File: config.mk
export PLATFORM = sky130hd
export DESIGN_NAME = reset_sequencer
export DESIGN_NICKNAME = d
export VERILOG_FILES = /design/src/rtl/reset_sequencer.sv
export SDC_FILE = /design/constraint.sdc
export NUM_CORES = 1
export LEC_CHECK = 0
export ABC_AREA = 1
export CORE_AREA = 3 3 60 62
export DETAILED_ROUTE_END_ITERATION = 8
export DIE_AREA = 0 0 63 65
export PLACE_DENSITY = 0.82
export SLEW_MARGIN = 20
export SYNTH_ARGS = -nofsm -noshare
export SYNTH_HDL_FRONTEND = slang
export SYNTH_SLANG_ARGS = --single-unit
File: constraint.sdc
create_clock -name gClock -period 3.4 [get_ports gClock]
set_clock_uncertainty 0.05 [all_clocks]
set_input_delay 0.68 -clock gClock [delete_from_list [all_inputs] [get_ports gClock]]
set_output_delay 0.68 -clock gClock [all_outputs]
set_load 0.03 [all_outputs]
File: src/rtl/reset_sequencer.sv
// Staged system reset generator: asynchronous assertion, synchronous release after a lock-qualified
// hold time, then peripherals released first and the core a fixed stagger later.
module reset_sequencer #(
   parameter int unsigned             pTimerWidth = 19,
   parameter logic [pTimerWidth-1:0]  pHoldCycles = 19'd500_000,
   parameter logic [pTimerWidth-1:0]  pStagger    = 19'd16,
   parameter int unsigned             pSyncStages = 2
) (
   input  logic gClock,
   input  logic gResetN,
   input  logic iPllLocked,
   input  logic iSoftReset,
   output logic oPeriphResetN,
   output logic oCoreResetN,
   output logic oResetDone,
   output logic oBusy
);

   typedef enum logic [1:0] {
      S_WAIT_LOCK,
      S_HOLD,
      S_STAGGER,
      S_RUN
   } state_t;

   state_t                 state, state_nxt;
   logic [pTimerWidth-1:0] timer, timer_nxt;
   logic                   periph_nxt, core_nxt, done_nxt;
   logic                   rst_sync;
   logic [pSyncStages-1:0] lock_sync;
   logic                   locked;
   logic                   abort;

   // The lock chain only starts shifting one edge after gResetN releases, so the
   // release itself is synchronous and the lock is always seen through a full chain.
   always_ff @(posedge gClock or negedge gResetN) begin
      if (!gResetN) begin
         rst_sync  <= 1'b0;
         lock_sync <= '0;
      end else begin
         // NOTE: non-blocking assignments keep every flop sampling pre-edge values.
         rst_sync <= 1'b1;
         if (rst_sync)
            lock_sync <= {lock_sync[pSyncStages-2:0], iPllLocked};
      end
   end

   assign locked = lock_sync[pSyncStages-1];
   assign abort  = iSoftReset || !locked;

   always_ff @(posedge gClock or negedge gResetN) begin
      if (!gResetN) begin
         state         <= S_WAIT_LOCK;
         timer         <= pHoldCycles;
         oPeriphResetN <= 1'b0;
         oCoreResetN   <= 1'b0;
         oResetDone    <= 1'b0;
         oBusy         <= 1'b1;
      end else begin
         state         <= state_nxt;
         timer         <= timer_nxt;
         oPeriphResetN <= periph_nxt;
         oCoreResetN   <= core_nxt;
         oResetDone    <= done_nxt;
         oBusy         <= (state_nxt != S_RUN);
      end
   end

   always_comb begin
      // NOTE: every output of this block gets a default first, so no latch is inferred.
      state_nxt  = state;
      timer_nxt  = timer;
      periph_nxt = oPeriphResetN;
      core_nxt   = oCoreResetN;
      done_nxt   = 1'b0;

      // Abort wins over a same-cycle timer expiry, so no stray done pulse escapes.
      if (state != S_WAIT_LOCK && abort) begin
         state_nxt  = S_WAIT_LOCK;
         timer_nxt  = pHoldCycles;
         periph_nxt = 1'b0;
         core_nxt   = 1'b0;
      end else begin
         unique case (state)
            S_WAIT_LOCK: begin
               timer_nxt  = pHoldCycles;
               periph_nxt = 1'b0;
               core_nxt   = 1'b0;
               if (locked)
                  state_nxt = S_HOLD;
            end
            S_HOLD: begin
               if (timer == '0) begin
                  state_nxt  = S_STAGGER;
                  timer_nxt  = pStagger;
                  periph_nxt = 1'b1;
               end else begin
                  timer_nxt = timer - pTimerWidth'(1);
               end
            end
            S_STAGGER: begin
               if (timer == '0) begin
                  state_nxt = S_RUN;
                  core_nxt  = 1'b1;
                  done_nxt  = 1'b1;
               end else begin
                  timer_nxt = timer - pTimerWidth'(1);
               end
            end
            S_RUN: begin
            end
         endcase
      end
   end

endmodule
# After elaboration in Yosys (flattened, before gate mapping)
# Cells that the tools add are included.
word_totals:
  ff_bits: 28
  inputBits: 4
  output_inout_bits: 4
  wordCells: 44
op_classes:
  n_addsub: 1
  n_eq_ne: 6
  n_mux: 17
  reduce_logical: 12
ops:
  columns: ["op", "count"]
  rows:
  - ["$mux W19", 3]
  - ["$pmux W19 S3", 1]
  - ["$logic_not A19 Y1", 1]
  - ["$sub A19 B1 Y19 const B", 1]
  - ["$ne A3 B3 Y1 const B", 3]
  - ["$mux W2", 4]
  - ["$mux W1", 6]
  - ["$pmux W2 S3", 1]
  - ["$reduce_and A2 Y1", 3]
  - ["$reduce_bool A3 Y1", 2]
  - ["$pmux W1 S2", 2]
  - ["$reduce_bool A4 Y1", 1]
  - ["$eq A2 B1 Y1 const B", 1]
  - ["$eq A2 B2 Y1 const B", 1]
  - ["$logic_not A2 Y1", 1]
  - ["$ne A2 B2 Y1 const B", 1]
  - ["$reduce_bool A2 Y1", 1]
  - ["$logic_and A1 B1 Y1", 1]
  - ["$logic_not A1 Y1", 1]
  - ["$logic_or A1 B1 Y1", 1]

# Logic depth before layout (Yosys ltp)
# Gate-level depths: netlist (run 1).
depth:
  depth_word: 5
  depth_mapped: 12
  ltp_nobuf: 12

# Worst setup path after synthesis (run 1)
# Ideal clock, no wire load.
synth_timing:
  kind: "reg-to-reg"
  startpoint: "register state[0]"
  endpoint: "register timer[18]"
  setup_time_ns: 0.075
  arrival_ns: 1.563
  required_time_ns: 3.275
  path_slack_ns: 1.712
  stages_incl_launch_ff: 13
  path_buffers: 1
  synth_period_minus_slack_ns: 1.688
  cell_sequence: "dfrtp_1 inv_1 ha_1 inv_2 nand2_2 nand3_1 nor2_2 inv_1 nand2_4 buf_6 nor2_1 nand2_1 nand2_1"
synth_between:
  elab_chain_cells: 4
  elab_cells_between_ends: 10
  classes_between: "eq/ne: 3; mux: 2; reduce/logical: 5"
synth_rtl:
  columns: ["item", "line", "text"]
  rows:
  - ["start, declared", "26", "state_t state, state_nxt;"]
  - ["start signal, assigned", "60", "state <= state_nxt;"]
  - ["$reduce_bool A2 Y1", "78", "if (state != S_WAIT_LOCK && abort) begin"]
  - ["$logic_and A1 B1 Y1", "78", null]
  - ["$ne A3 B3 Y1 (no line) / $reduce_bool A4 Y1 (equally long branches)", null, null]
  - ["$reduce_and A2 Y1 (no line)", null, null]
  - ["end signal, assigned", "54", "timer <= pHoldCycles;"]
  - ["end signal, assigned", "61", "timer <= timer_nxt;"]
  - ["end, declared", "27", "logic [pTimerWidth-1:0] timer, timer_nxt;"]
# Several ways; a longest one is shown, not always the timed one.
# A chain may end at the register's enable or synchronous reset.

# Worst setup path after layout (run 1)
layout_timing:
  startpoint: "register oBusy"
  endpoint: "output oBusy"
layout_rtl:
  columns: ["item", "line", "text"]
  rows:
  - ["start, declared", "16", "output logic oBusy"]
  - ["start signal, assigned", "65", "oBusy <= (state_nxt != S_RUN);"]
# No word-level cell between the ends.

==> results of run 1 <==
-- worst min-delay path: stages (launching register included) --
cell	delay [ps]
dfrtp_1	370
nand2_1	50
nand2_1	60
-- registers in the layout, indices dropped and copies added, names as in the netlist --
| signal | count |
|---|---|
| oResetDone | 1 |
| oBusy | 1 |
| timer | 19 |
| oPeriphResetN | 1 |
| oCoreResetN | 1 |
| lock_sync | 2 |
| state | 2 |
| rst_sync | 1 |
-- synthesized netlist by cell type, drive strengths merged (2+ instances only) --
| master | number |
|---|---|
| a21oi | 5 |
| and2 | 2 |
| buf | 2 |
| dfrtp | 20 |
| dfstp | 8 |
| ha | 7 |
| inv | 45 |
| nand2 | 102 |
| nand3 | 27 |
| nand3b | 2 |
| nand4 | 4 |
| nor2 | 41 |
| nor3 | 2 |
| o21ai | 3 |
| xnor2 | 2 |
| xor2 | 7 |
-- metrics by stage --
step                      hold slack (ps)  area (um^2)  setup WS [ps]
final                                 451         2150           1150
after global routing                  474         2150           1100
after CTS                             451         2150           1140
after detailed placement              415         2110            962
after global placement                403         2110           1060
after floorplan                       334         2000           1710
-- power by group through the flow --
stage | Combinational (W) | Sequential [W] | Clock, W
after CTS | 0.00101 | 0.000547 | 0.000165
after floorplan | 0.000831 | 0.000536 | 0
final | 0.00101 | 0.000548 | 0.000163
after global placement | 0.000983 | 0.000552 | 0
after global routing | 0.00116 | 0.000562 | 0.000179
after detailed placement | 0.00101 | 0.000553 | 0
-- metal layers --
layer	vias to the layer above	global-route usage (%)
li1	882	-
met1	740	28.9
met2	22	34.8
met3	4	4.16
met4	0	5.23
met5	-	0
-- kinds of logic (layout without fill, tap and decap cells) --
| family | Yosys count | in the layout | synth area share, % |
|---|---|---|---|
| flip-flops | 28 | 28 | 35.5 |
| AND/OR/NAND/NOR | 180 | 180 | 42.8 |
| buffers and inverters | 47 | 57 | 9.55 |
| multiplexers | 1 | 1 | 0.562 |
| adder cells (fa/ha/maj) | 7 | 7 | 4.37 |
| XOR/XNOR | 9 | 9 | 3.93 |
| AO/OA/AOI/OAI | 10 | 10 | 3.12 |
| other | 1 | 1 | 0.187 |
-- cell type report --
cell class / instances / area [um^2] / share of cell area, %
inverter: 45 / 169 / 7.85
clock buffer: 4 / 36.3 / 1.69
multi-input combinational: 208 / 1100 / 51.3
tap: 44 / 55.1 / 2.56
sequential: 28 / 711 / 33.0
timing repair buffer: 8 / 77.6 / 3.61
-- path summary, 6_finish.rpt --
path	slack, ps	cells past startpoint	endpoint
worst max-delay path	1150	1	oBusy
worst min-delay path	450	2	timer[1]
worst max register to register	1330	9	timer[4]
worst min register to register	450	2	timer[1]
max in group asynchronous	2330	2	timer[5]
min in group asynchronous	660	2	state[1]
==> impl_results.md, run 1 <==
* Peak VDD IR at 0.427 mV
* Ratio of cells with drive above 1 in the final layout at 15.0%
* Ys Warns at 0
* R2R Path Start: state[1]
* Number of global-route vias before repair at 1,648
* Via density at 4.89
* Met3 WL post-DR at 120 um
* Grt ovf at 0
* Clock Tree Buf Depth at 2
* Commonest cells after routing, fill and taps aside: 95 x nand2_1, 42 x inv_1, 27 x nor2_1
* Io pins at 8
* Clk pin slew, worst setup/hold paths at 150 ps
* CP required at 2670 ps
* Fin util at 69.9%
* Final setup vio count at 0
* Min-delay worst type: flop to flop
* Core area at 0.00308 mm^2
* Setup repair bufs after CTS at 0
* Fin. Hold Viols at 0
* Die ar. at 0.00410 mm^2
* Worst setup SP type: flop
* Total Nets Final at 305
* Hold bufs inserted after CTS at 0
* CTS tree: done
* Commonest non-fill, non-tap cell in the layout: nand2_1
* Die Y at 65 um
* # port buffers at 7
* #FFs+latches synth at 28
* Global-route wire length before repair at 7100 um
* Chip width at 63 um
* Sequential share of power at 31.8%
* Clock power share at 9.5%
* Clock root buffer: clkbuf_4
* Slew HR at 61.6%
* Post-synth EDFFs at 0
* Ys async rst share at 100%
* Largest net degree at the start of global routing at 29
* Syn nets at 294
* Clock Latency Late Sink at 320 ps
* Detailed Place HPWL at 3100 um
* Final Non-Filler Cells at 337
* Ant diodes at 0
* Crit end category: primary output
* Hold path start: timer[1]
* H-tree Lvls at 1
* CP Max Fanout at 1
* Vias post-DR at 1,648
* P_int at 0.000843 W
* Psw at 0.000883 W
* Initial Utilization at 65.1%
* Final GP Congestion at 0.911
* DR iter-0 viols at 72
* Clk sinks at 28
* Post-Route M1 WL at 1960 um
* RSZ-0062 raised after global routing: no
* Type of the setup path with the least slack: flop to primary output
* Initial antenna violation count at 0
* Syn_area_per_cell at 7.08 um^2
* DP Cell Count at 333
* DRT Pass-1 Iters at 5
* Post-Synthesis Cell Area at 0.00200 mm^2
* PD cells at 803 mW/mm^2
* Period utilisation layout at 66.3%
* Drt wl/cell at 11.6 um
* Worst Path Buf+Inv at 1
* Top Family by Delay on Critical Path: buffers and inverters
* CTS resizes at 0
* Netlist cell types at 30
* CP arrival at 1520 ps
* Max Fclk at 0.444 GHz
* Global Route Usage Sum at 21.3%
* Residual DRC at 0
* P_leak at 1.18 nW
* TNS Setup at 0 ps
* Status: finished clean
* Synth-to-layout area growth at 7.30%
* Synth top area cells: dfrtp_1 25%, nand2_1 18%, dfstp_2 10%
* Switching Fraction at 51.1%
* CP Launch Point: oBusy
* Slew Viols, Final at 0
* Synth area leader: dfrtp_1
* Number of buffers created by CTS at 3
* Crit-path max cell delay at 660 ps
* Filler cells at 267
* Critical path, cell by cell: clkdlybuf4s50_1
* Minimum clock period after layout at 2250 ps
* Final WL at 3910 um
* Slowest stage cell on the critical path: clkdlybuf4s50_1
* DR top layer: met4
* Total Power at 0.00173 W
* Max-cap violations at 0
* Worst-Margin Slew at 575 ps
* Num rows at 20
* Main synth FF type: dfrtp_1
* Sequential-to-total area share from yosys stat at 35.5%
* Routed Antenna Nets at 0
* Combinational Power Share at 58.8%
* Synth top area share at 25.0%
* Cells after synthesis at 283
* Routed met2 length at 1800 um
Note: power is estimated with default switching activity, not from simulation.
==> run 2, diff against run 1 <==
Settings changed: CORE_AREA 3 3 60 62 to 3 3 65 67, DIE_AREA 0 0 63 65 to 0 0 68 70, PLACE_DENSITY 0.82 to 0.74.
Clock period 3.4 ns to 2 ns, I/O delays scaled along.
==> run 2 against run 1 <==
Hold slack lost 16 ps. Utilization shrank 9.0 points. Design area grew 4.4%. Critical endpoint unchanged. Power grew 81%. Combinational power grew 85%. Largest power group unchanged. Cell count grew 3.0%.
==> impl_results.md, run 2 (synthesized netlist as in run 1, its figures left out) <==
* Vias post-DR at 1,665 (+1.0%)
* Final setup margin at 80.6 ps (-1070 ps)
* Levels on crit path at 1 (unchanged)
* CP Launch Point: oBusy
* Number of buffers created by CTS at 3 (unchanged)
* Synth-to-layout area growth at 12.0%
* Commonest non-fill, non-tap cell in the layout: nand2_1
* Critical path, cell by cell: clkdlybuf4s50_1
* Global Route Usage Sum at 18.6% (-2.7 points)
* Multi-input gate area at 0.00113 mm^2 (+2.8%)
* Chip width at 68 um (+7.9%)
* TNS Setup at 0 ps (unchanged)
* Filler cells at 354 (+33%)
* PD cells at 1390 mW/mm^2 (+73%)
* Residual DRC at 0 (unchanged)
* Clock root buffer: clkbuf_8
* Slowest stage cell on the critical path: clkdlybuf4s50_1
* Reg2Reg Setup Slack at 170 ps (-1160 ps)
* Largest net degree at the start of global routing at 29 (unchanged)
* Top Family by Delay on Critical Path: buffers and inverters
* Grt ovf at 0 (unchanged)
* Clock Latency Late Sink at 280 ps (-40 ps)
* Crit end category: primary output
* Total Nets Final at 311 (+2.0%)
* Ratio of cells with drive above 1 in the final layout at 18.1% (+3.0 points)
* Min-delay worst type: input port to async pin
* Max Fclk at 0.521 GHz
* Crit-path max cell delay at 660 ps (about the same)
* # port buffers at 7 (unchanged)
* Biggest register: timer
* Die Y at 70 um (+7.7%)
* Period utilisation layout at 96.0%
* Peak VDD IR at 0.851 mV (+99%)
* CP Max Fanout at 1 (unchanged)
* P_leak at 1.23 nW (+3.8%)
* Core area at 0.00369 mm^2 (+20%)
* CP arrival at 1470 ps (-50 ps)
* Max-cap violations at 0 (unchanged)
* Clk pin slew, worst setup/hold paths at 90 ps (-60 ps)
* Worst hold slack at 435 ps (-15.8 ps)
* Global-route wire length before repair at 6980 um (-1.8%)
* Fin. Hold Viols at 0 (unchanged)
* DRT Pass-1 Iters at 4 (-1)
* Via density at 4.80 (-1.9%)
* Final setup vio count at 0 (unchanged)
* Number of global-route vias before repair at 1,548 (-6.1%)
* DR iter-0 viols at 116 (+61%)
* Minimum clock period after layout at 1920 ps
* Clk sinks at 28 (unchanged)
* R2R cell count at 10 (+1)
* Worst setup SP type: flop
* FF+latch area at 711 um^2 (unchanged)
* Worst Path Buf+Inv at 1 (unchanged)
* H-tree Lvls at 1 (unchanged)
* Max reg flops at 19 (unchanged)
* Slew Viols, Final at 0 (unchanged)
* Commonest cells after routing, fill and taps aside: 95 x nand2_1, 40 x inv_1, 26 x nor2_1
* Clock Tree Buf Depth at 2 (unchanged)
* Worst-Margin Slew at 505 ps (-70.0 ps)
* Largest regs: timer (19), lock_sync (2), state (2)
* Initial antenna violation count at 0 (unchanged)
* Final WL at 3940 um (+0.79%)
* Initial Utilization at 54.3% (-11 points)
* Detailed Place HPWL at 2970 um (-4.1%)
* Slew HR at 66.0% (+4.4 points)
* CP Capture Point: oBusy
* Type of the setup path with the least slack: flop to primary output
* Drt wl/cell at 11.3 um (-2.1%)
* Setup WS pre-CTS at -15.5 ps (-978 ps)
* Io pins at 8 (unchanged)
* CP required at 1550 ps (-1120 ps)
* RR Endpoint: timer[9]
* Ant diodes at 0 (unchanged)
* Die ar. at 0.00476 mm^2 (+16%)
* Routed Antenna Nets at 0 (unchanged)
* Status: finished clean
* Hold bufs inserted after CTS at 0 (unchanged)
* R2R Path Start: state[1]
* Num rows at 22 (+10%)
* Final GP Congestion at 0.895 (-1.7%)
* CTS tree: done
-- run 2: final cells by class --
type,instances,area share (%)
repair buffers,13,5.68
inverters,45,7.52
multi-input cells,209,50.5
well taps,48,2.67
flip-flops and latches,28,31.6
clock buffers,4,2.01
-- run 2: what timing repair did --
action                     4_1_cts  5_1_grt
resized for setup                0        7
setup endpoints to repair        0       19
setup buffers                    0        1
-- run 2: how the worst min path moves through the flow --
| stage | cells after the start | to | start | slack (ps) |
|---|---|---|---|---|
| after floorplan | 0 | lock_sync[0] | gResetN | 50 |
| after global placement | 2 | lock_sync[1] | lock_sync[0] | 400 |
| after detailed placement | 2 | timer[0] | timer[0] | 420 |
| after CTS | 2 | timer[0] | timer[0] | 440 |
| after global routing | 2 | timer[1] | gResetN | 480 |
| final | 2 | lock_sync[0] | gResetN | 440 |
-- run 2: report_power, final --
part	switching (W)	internal, W
clock network	0.000172	0.000143
registers	0.000165	0.000765
logic	0.00121	0.000669
total	0.00154	0.00158
-- run 2: stage by stage --
step           power, W  cells  area (um^2)  util, %
2_1_floorplan   0.00233    283         2000        -
3_3_place_gp    0.00270    341         2160     58.6
3_5_place_dp    0.00271    341         2160     58.6
4_1_cts         0.00305    345         2210     59.8
5_1_grt         0.00345    347         2250     60.9
6_report        0.00312    347         2250     60.9
-- run 2: layer usage --
layer | track usage (%) | wire length [um] | vias up
met5 | 0 | 0 | -
met4 | 5.96 | 71 | 0
met3 | 1.93 | 119 | 7
met2 | 27.2 | 1720 | 28
met1 | 28.1 | 2020 | 739
li1 | - | - | 891
